===== src/rtl/discrete_sampler_pkg.sv =====
// Shared definitions for the discrete range sampler: state encoding, LFSR constants, default widths.
package discrete_sampler_pkg;

  localparam int DISCRETE_VARIABLE_INDEX_BIT_WIDTH = 4;
  localparam int DISCRETE_VALUES_NUMBER_BIT_WIDTH  = 4;
  localparam int BIT_WIDTH_OF_INTEGER_VARIABLE     = 16;

  localparam logic [31:0] LFSR_TAPS  = 32'h8020_0003;
  localparam logic [31:0] LFSR_RESET = 32'h0000_0001;

  typedef enum logic [2:0] {
    ST_IDLE,
    ST_PICK,
    ST_LOOKUP,
    ST_OFFSET,
    ST_DONE
  } sampler_state_t;

  // Right-shifting Galois step; the tap word already carries bit 31 for the feedback.
  function automatic logic [31:0] lfsr_step(input logic [31:0] s);
    return s[0] ? ((s >> 1) ^ LFSR_TAPS) : (s >> 1);
  endfunction

endpackage


===== src/rtl/seq_modulo.sv =====
// Restoring remainder unit: one quotient bit per cycle, INT_W cycles from load to final remainder.
module seq_modulo #(
  parameter int INT_W = 16
) (
  input  logic             in_clk,
  input  logic             in_reset_n,
  input  logic             in_start,
  input  logic [INT_W-1:0] in_dividend,
  input  logic [INT_W:0]   in_divisor,
  output logic             out_busy,
  output logic             out_done,
  output logic [INT_W-1:0] out_remainder
);

  localparam int CNT_W = $clog2(INT_W + 1);

  logic             active;
  logic [CNT_W-1:0] cnt;
  logic [INT_W-1:0] dividend_q;
  logic [INT_W:0]   divisor_q;
  logic [INT_W:0]   rem_q;
  logic [INT_W:0]   shifted;
  logic [INT_W:0]   rem_next;

  // The remainder stays below the divisor (at most 2^INT_W), so INT_W+1 bits never overflow.
  always_comb begin
    shifted  = {rem_q[INT_W-1:0], dividend_q[INT_W-1]};
    rem_next = (shifted >= divisor_q) ? (shifted - divisor_q) : shifted;
  end

  always_ff @(posedge in_clk or negedge in_reset_n) begin
    if (!in_reset_n) begin
      active     <= 1'b0;
      cnt        <= '0;
      dividend_q <= '0;
      divisor_q  <= '0;
      rem_q      <= '0;
    end else if (in_start) begin
      active     <= 1'b1;
      cnt        <= CNT_W'(INT_W);
      dividend_q <= in_dividend;
      divisor_q  <= in_divisor;
      rem_q      <= '0;
    end else if (active) begin
      rem_q      <= rem_next;
      dividend_q <= dividend_q << 1;
      cnt        <= cnt - CNT_W'(1);
      if (cnt == CNT_W'(1)) active <= 1'b0;
    end
  end

  // Done flags the edge that lands the final remainder, so the caller can move on at that same edge.
  assign out_busy      = active;
  assign out_done      = active && (cnt == CNT_W'(1));
  assign out_remainder = rem_q[INT_W-1:0];

endmodule


===== src/rtl/discrete_range_sampler.sv =====
// Draws one value for a discrete variable: uniform range pick, table lookup, uniform offset within the range.
module discrete_range_sampler
  import discrete_sampler_pkg::*;
#(
  parameter int VAR_IDX_W = DISCRETE_VARIABLE_INDEX_BIT_WIDTH,
  parameter int VAL_IDX_W = DISCRETE_VALUES_NUMBER_BIT_WIDTH,
  parameter int INT_W     = BIT_WIDTH_OF_INTEGER_VARIABLE
) (
  input  logic                 in_clk,
  input  logic                 in_reset_n,
  input  logic                 in_seed_load,
  input  logic [31:0]          in_seed,
  input  logic                 in_start,
  input  logic [VAR_IDX_W-1:0] in_variable_index,
  input  logic [VAL_IDX_W:0]   in_number_of_ranges,
  output logic [VAR_IDX_W-1:0] out_variable_index,
  output logic [VAL_IDX_W-1:0] out_index_of_the_discrete_value,
  input  logic [INT_W-1:0]     in_start_value,
  input  logic [INT_W-1:0]     in_end_value,
  output logic                 out_busy,
  output logic                 out_valid,
  input  logic                 in_ready,
  output logic [INT_W-1:0]     out_value,
  output logic                 out_error
);

  sampler_state_t       state, state_next;
  logic [31:0]          lfsr;
  logic [31:0]          lfsr_base;
  logic [31:0]          lfsr_draw;
  logic [VAR_IDX_W-1:0] var_idx_q;
  logic [VAL_IDX_W:0]   count_q;
  logic [INT_W-1:0]     start_q;
  logic                 err_q;
  logic [VAR_IDX_W-1:0] var_addr_q;
  logic [VAL_IDX_W-1:0] val_addr_q;
  logic                 no_ranges;
  logic                 range_bad;
  logic [INT_W:0]       range_width;
  logic                 mod_start;
  logic                 mod_busy;
  logic                 mod_done;
  logic [INT_W-1:0]     mod_dividend;
  logic [INT_W:0]       mod_divisor;
  logic [INT_W-1:0]     mod_rem;

  assign lfsr_base   = in_seed_load ? ((in_seed == 32'h0) ? LFSR_RESET : in_seed) : lfsr;
  assign lfsr_draw   = lfsr_step(lfsr);
  assign no_ranges   = (in_number_of_ranges == '0);
  assign range_bad   = (in_end_value < in_start_value);
  assign range_width = {1'b0, in_end_value} - {1'b0, in_start_value} + (INT_W+1)'(1);

  // PICK loads the divider in its first cycle from the already stepped LFSR; OFFSET is loaded
  // straight from LOOKUP with the next LFSR word and the live table width.
  always_comb begin
    state_next   = state;
    mod_start    = 1'b0;
    mod_dividend = lfsr[INT_W-1:0];
    mod_divisor  = (INT_W+1)'(count_q);
    case (state)
      ST_IDLE:   if (in_start) state_next = no_ranges ? ST_DONE : ST_PICK;
      ST_PICK: begin
        mod_start = !mod_busy;
        if (mod_done) state_next = ST_LOOKUP;
      end
      ST_LOOKUP: begin
        if (range_bad) begin
          state_next = ST_DONE;
        end else begin
          mod_start    = 1'b1;
          mod_dividend = lfsr_draw[INT_W-1:0];
          mod_divisor  = range_width;
          state_next   = ST_OFFSET;
        end
      end
      ST_OFFSET: if (mod_done) state_next = ST_DONE;
      ST_DONE:   if (in_ready) state_next = ST_IDLE;
      default:   state_next = ST_IDLE;
    endcase
  end

  always_ff @(posedge in_clk or negedge in_reset_n) begin
    if (!in_reset_n) begin
      state      <= ST_IDLE;
      lfsr       <= LFSR_RESET;
      var_idx_q  <= '0;
      count_q    <= '0;
      start_q    <= '0;
      err_q      <= 1'b0;
      var_addr_q <= '0;
      val_addr_q <= '0;
    end else begin
      state <= state_next;
      case (state)
        ST_IDLE: begin
          lfsr <= lfsr_base;
          if (in_start) begin
            var_idx_q <= in_variable_index;
            count_q   <= in_number_of_ranges;
            err_q     <= no_ranges;
            if (!no_ranges) lfsr <= lfsr_step(lfsr_base);
          end
        end
        ST_LOOKUP: begin
          start_q    <= in_start_value;
          err_q      <= range_bad;
          var_addr_q <= var_idx_q;
          val_addr_q <= mod_rem[VAL_IDX_W-1:0];
          if (!range_bad) lfsr <= lfsr_draw;
        end
        default: ;
      endcase
    end
  end

  seq_modulo #(.INT_W(INT_W)) u_modulo (
    .in_clk        (in_clk),
    .in_reset_n    (in_reset_n),
    .in_start      (mod_start),
    .in_dividend   (mod_dividend),
    .in_divisor    (mod_divisor),
    .out_busy      (mod_busy),
    .out_done      (mod_done),
    .out_remainder (mod_rem)
  );

  // The divider keeps the offset remainder until the next draw, so DONE can add it combinationally.
  assign out_variable_index              = (state == ST_LOOKUP) ? var_idx_q : var_addr_q;
  assign out_index_of_the_discrete_value = (state == ST_LOOKUP) ? mod_rem[VAL_IDX_W-1:0] : val_addr_q;
  assign out_busy  = (state != ST_IDLE);
  assign out_valid = (state == ST_DONE);
  assign out_error = (state == ST_DONE) && err_q;
  assign out_value = ((state == ST_DONE) && !err_q) ? (start_q + mod_rem) : '0;

endmodule


===== config.mk =====
export PLATFORM = sky130hd
export DESIGN_NAME = discrete_range_sampler
export DESIGN_NICKNAME = d
export VERILOG_FILES = /design/src/rtl/discrete_sampler_pkg.sv /design/src/rtl/seq_modulo.sv /design/src/rtl/discrete_range_sampler.sv
export SDC_FILE = /design/constraint.sdc
export NUM_CORES = 1
export LEC_CHECK = 0
export CORE_AREA = 3 3 159 161
export DETAILED_ROUTE_END_ITERATION = 8
export DIE_AREA = 0 0 162 164
export HOLD_SLACK_MARGIN = 0.15
export PLACE_DENSITY = 0.58
export REMOVE_ABC_BUFFERS = 1
export SLEW_MARGIN = 10
export SYNTH_ARGS = -nofsm -noshare
export SYNTH_HDL_FRONTEND = slang
export SYNTH_SLANG_ARGS = --single-unit

===== constraint.sdc =====
create_clock -name in_clk -period 3.21 [get_ports in_clk]
set_input_delay 0.4815 -clock in_clk [delete_from_list [all_inputs] [get_ports in_clk]]
set_output_delay 0.4815 -clock in_clk [all_outputs]
set_load 0.01 [all_outputs]

Yosys cells after proc, flatten, opt, wreduce, memory -nomap -nowiden
Index checks and enable logic that the tools add are counted.

Add/sub/neg operators: 5. Order comparisons: 2. Equality and inequality tests: 10. Mux-type cells: 36. Bitwise logic cells: 2. Reductions and logical operators: 15.

Operators by type and width (count): 32-bit two-way mux (7); 16-bit two-way mux (8); 32-bit case mux with 2 select lines (1); 17-bit two-way mux (2); 32-bit logical NOT (1); 3-bit two-way mux (6); 17-bit by 1-bit adder with 17-bit output (second input constant) (1); 17-bit >= comparator (1); 16-bit by 16-bit subtractor with 17-bit output (1); 16-bit adder (1); 16-bit less-than comparator (1); 16-bit subtractor (1); 3-bit case mux with 5 select lines (1); 5-bit two-way mux (2); 4-bit two-way mux (2); 2-bit != test (second input constant) (4); 3-bit NOT with 4-bit output (2); 3-bit by 2-bit equality test with 1-bit output (second input constant) (2); 2-bit AND reduction (3); 5-bit by 1-bit equality test with 1-bit output (second input constant) (1); 5-bit logical NOT (1); 1-bit two-way mux (5); 5-bit by 1-bit subtractor with 5-bit output (second input constant) (1); 1-bit case mux with 2 select lines (2); other kinds (9) (13).

Register bits: 124. Input bits: 78. Output and inout port bits: 27. Logic and storage cells: 83.

Logic depth before layout (Yosys ltp)
Word-level depth: 8. Mapped depth: 12. Gate-level depth less buffers: 12.

By module
A second synthesis with hierarchy kept.

Cells, all modules: 1113. Area, all modules: 9668.0 µm².

Modules (own cells, without submodules): discrete_range_sampler (instances 1, cells an instance 752, area an instance 6357.3 µm²); seq_modulo (instances 1, cells an instance 361, area an instance 3310.7 µm²).

Least setup slack after synthesis
Ideal clock, no wire load.

Kind: flip-flop to output port. Start: register u_modulo.rem_q[0]. End: output port out_value[14]. Arrival time: 2333 ps. Data required time: 2728 ps. Path slack: 396 ps. Stages on the path, launching flop included: 10. Cell sequence: dfrtp_1 ha_1 fa_1 a21o_1 a22oi_1 a21oi_1 o41ai_1 o31ai_1 xnor2_1 nor2_1.

Word-level cells in the longest chain between the ends: 2.

Ends and longest elaborated chain: from (decl) (RTL line seq_modulo.sv:21) `logic [INT_W:0] rem_q;`; from (signal assigned) (RTL line seq_modulo.sv:45) `rem_q <= rem_next;`; 16-bit adder (RTL line discrete_range_sampler.sv:133) `assign out_value = ((state == ST_DONE) && !err_q) ? (start_q + mod_rem) : '0;`; 16-bit two-way mux (RTL line discrete_range_sampler.sv:133); to (decl) (RTL line discrete_range_sampler.sv:23) `output logic [INT_W-1:0] out_value,`.

Every way passes these cells.

Worst setup path after layout
Start: register start_q[0]. End: output port out_value[14].

Word-level cells in the longest chain between the ends: 2.

Ends and longest elaborated chain: from (decl) (RTL line discrete_range_sampler.sv:33) `logic [INT_W-1:0] start_q;`; from (signal assigned) (RTL line discrete_range_sampler.sv:105) `start_q <= in_start_value;`; 16-bit adder (RTL line discrete_range_sampler.sv:133); 16-bit two-way mux (RTL line discrete_range_sampler.sv:133).

Every way passes these cells.

==> flow_summary.yaml <==
run_status:
  status: "complete, no violations"
layout:
  final_util: 0.477
  stdcell_count: 1518
  drive_gt1_frac: 0.142
  antenna_cells: 0
  syn_to_final_growth_pct: 26.0
  nFillCells: 2360
  fin_nets: 1338
global_routing:
  grt_max_degree: 59
  grt_pass1_wl_um: 40500
  antenna_found_initial: 0
  grt_pass1_vias: 7721
  grt.overflow.total: 0
  grt_usage: 0.189
drt:
  via_per_inst: 5.32
  vias: 8072
  dr.pass1.iters: 4
  drt_iter0_drc: 460
  final_antenna_net_count: 0
  wl_um: 24400
  drc_errors: 0
  post_drt_wl_per_cell_um: 16.1
sta:
  max_slew_margin: 0.326
  tns_ns: 0
  fmax_ghz: 0.314
  rsz0062_at_grt: "true"
  hold_viol: 0
  period_share: 0.991
  worstMarginPinSlew_ns: 1.01
  maxSlewViolCount: 0
  setup_viol: 0
  timing.final.crit_period_ns: 3.18
  fin_skew_ns: 0.0107
  setup_ws_ns: 0.0292
worst_setup_path:
  arrival_ns: 2.70
  path_max_fanout: 3
  required_ns: 2.73
  critPathKind: "reg -> out"
  endpoint_kind: "output port"
  crit_path_start_kind: "register"
floorplan:
  rows: 57
  coreArea_um2: 24100
  die_area_um2: 26600
  die_x_um: 162
  fp.dieH_um: 164
  ios: 105
  start_util: 0.378
power_and_ir_drop:
  p_per_area_nw_per_um2: 990
  p_sw_mw: 4.81
  p_seq_frac: 0.264
  leakage_nw: 5.05
  total_power_mw: 11.4
  worst_ir_drop_vdd_v: 0.000393
  comb_power_share: 0.582
  p_clk_frac: 0.154
  power.internal_mw: 6.56
  power.share.switching: 0.423
yosys:
  yosys_warnings: 0
  yosys-top-cells-area: "dfrtp_1 34%, ha_1 9.1%, nand2_1 6.6%"
  yosysSeqAreaShare: 0.341
  async_flop_share: 1.00
  synth_ff_type: "dfrtp_1"
  synth_cells: 1038
  avgSynthCellArea_um2: 8.78
  yosysTopAreaCell: "dfrtp_1"
  yosysUniqueCellTypes: 68
  synth_top_area_share: 0.338
  synth_edf_count: 0
  synth_seq_cells: 124
  synth_area_um2: 9120
placed_design:
  place_congestion: 0.873
  pre_cts_ws_ns: -0.275
  io_buffers: 104
  hpwl_um: 18300
  dp_cells: 1486
clocking:
  clkLatencyLatePin_ns: 0.42
  cts_buffer_depth: 2
  h-tree-depth: 4
  clock-root-buffer: "clkbuf_16"
  clock-sinks: 124
  tritoncts: "built"
  path_clk_slew_ns: 0.05
  cts_buffers: 17
run:
  drv_cap: 0
hold_path:
  hp-class: "reg -> reg"
==> path summary, 6_finish.rpt <==
kind | startpoint | end | slack, ns | depth (start not counted)
worst max-delay path | start_q[0]$_DFFE_PN0P_ | out_value[14] | 0.03 | 11
worst min-delay path | var_addr_q[0]$_DFF_PN0_ | var_addr_q[0]$_DFF_PN0_ | 0.47 | 2
worst max register to register | u_modulo.rem_q[1]$_DFFE_PN0P_ | u_modulo.rem_q[1]$_DFFE_PN0P_ | 0.33 | 9
worst min register to register | var_addr_q[0]$_DFF_PN0_ | var_addr_q[0]$_DFF_PN0_ | 0.47 | 2
max in group asynchronous | in_reset_n | start_q[1]$_DFFE_PN0P_ | 1.78 | 3
min in group asynchronous | in_reset_n | lfsr[10]$_DFFE_PN0P_ | 0.56 | 2
==> through the flow <==
step,instance area (um2),hold WS (ns)
floorplan,8880,0.186
global route,11500,0.497
global placement,10900,0.458
detailed placement,10900,0.458
CTS,11500,0.473
finish,11500,0.467
==> cell families (layout without fill, tap and decap cells) <==
| family | count (synthesis) | in the layout | synth area share |
|---|---|---|---|
| AOI/OAI and AO/OA | 264 | 264 | 0.186 |
| xor gates and xnor gates | 42 | 42 | 0.0404 |
| adders and majority gates | 76 | 76 | 0.113 |
| buffers and inverters | 114 | 270 | 0.0520 |
| DFF | 124 | 124 | 0.341 |
| muxes | 54 | 54 | 0.0921 |
| and+or+nand+nor | 364 | 364 | 0.177 |
==> routing by layer <==
layer,vias up,share of wire,track usage
li1,4012,-,-
met1,3874,0.50,0.273
met2,173,0.45,0.297
met3,13,0.039,0.0368
met4,0,0.0090,0.0380
met5,-,0,0
==> cells in the mapped netlist (17+ instances only) <==
| master | instances |
|---|---|
| nand3_1 | 31 |
| nor3_1 | 17 |
| clkbuf_1 | 28 |
| ha_1 | 66 |
| a31oi_1 | 38 |
| a21oi_1 | 51 |
| nand2_1 | 161 |
| mux4_2 | 23 |
| nor2_1 | 94 |
| mux2i_1 | 22 |
| dfrtp_1 | 123 |
| inv_1 | 63 |
| o21ai_0 | 78 |
| xnor2_1 | 28 |
==> critical path, stage by stage, from the launching register on <==
cell	delay, ns
dfrtp_1	0.38
ha_2	0.20
fa_2	0.34
a21o_1	0.19
a22oi_2	0.22
a21oi_2	0.11
o41ai_2	0.23
buf_4	0.19
o31ai_2	0.07
xnor2_1	0.13
nor2_1	0.08
buf_2	0.14
==> cell usage in the layout (no fill, tap or decap), types with 9 or more instances in the layout <==
master / synthesis / layout
a31oi_1: 38 / 37
nor2_1: 94 / 94
nor4_1: 12 / 12
xnor2_1: 28 / 28
nand3_1: 31 / 31
a21o_1: 12 / 12
xor2_1: 14 / 14
a21oi_1: 51 / 49
mux2i_1: 22 / 22
o21ai_0: 78 / 75
ha_1: 66 / 64
mux4_2: 23 / 23
inv_1: 63 / 63
fa_1: 10 / 9
mux2_2: 9 / 9
nand2_1: 161 / 161
buf_4: 1 / 72
clkdlybuf4s50_1: 0 / 92
a221oi_1: 14 / 14
nor3_1: 17 / 17
clkbuf_16: 0 / 17
dfrtp_1: 123 / 122
==> area by class of cell <==
type,instances,area [um2],share of cell area
multi-input combinational,800,5620,0.489
sequential,124,3110,0.270
timing repair buffer,178,1590,0.139
clock buffer,22,484,0.0422
tap,324,405,0.0353
inverter,63,236,0.0206
clock inverter,7,42.5,0.00370
==> power groups by stage <==
stage	combinational, mW	sequential (mW)	clock [mW]
after floorplan	4.63	2.84	0
after global placement	6.26	3.01	0
after detailed placement	6.36	3.02	0
after CTS	6.53	3.01	1.78
after global routing	7.42	3.12	1.87
final	6.62	3.00	1.75
==> repair_timing <==
action / 4_1_cts / 5_1_grt
buffers inserted: 1 / 1
hold buffers: 1 / 0
pin swaps: 5 / 3
setup endpoints to repair: 10 / 8
resized for setup: 31 / 7
cloned: 0 / 0
hold endpoints to repair: 31 / 0
==> sequential cells by signal (all words and copies together), names as in the netlist <==
register and count:
state 3, var_addr_q 4, count_q 5, u_modulo.cnt 5, u_modulo.divisor_q 17, lfsr 32, u_modulo.out_busy 1, err_q 1
start_q 16, var_idx_q 4, val_addr_q 4, u_modulo.dividend_q 16, u_modulo.rem_q 16
Power figures use the tool's default switching activity.
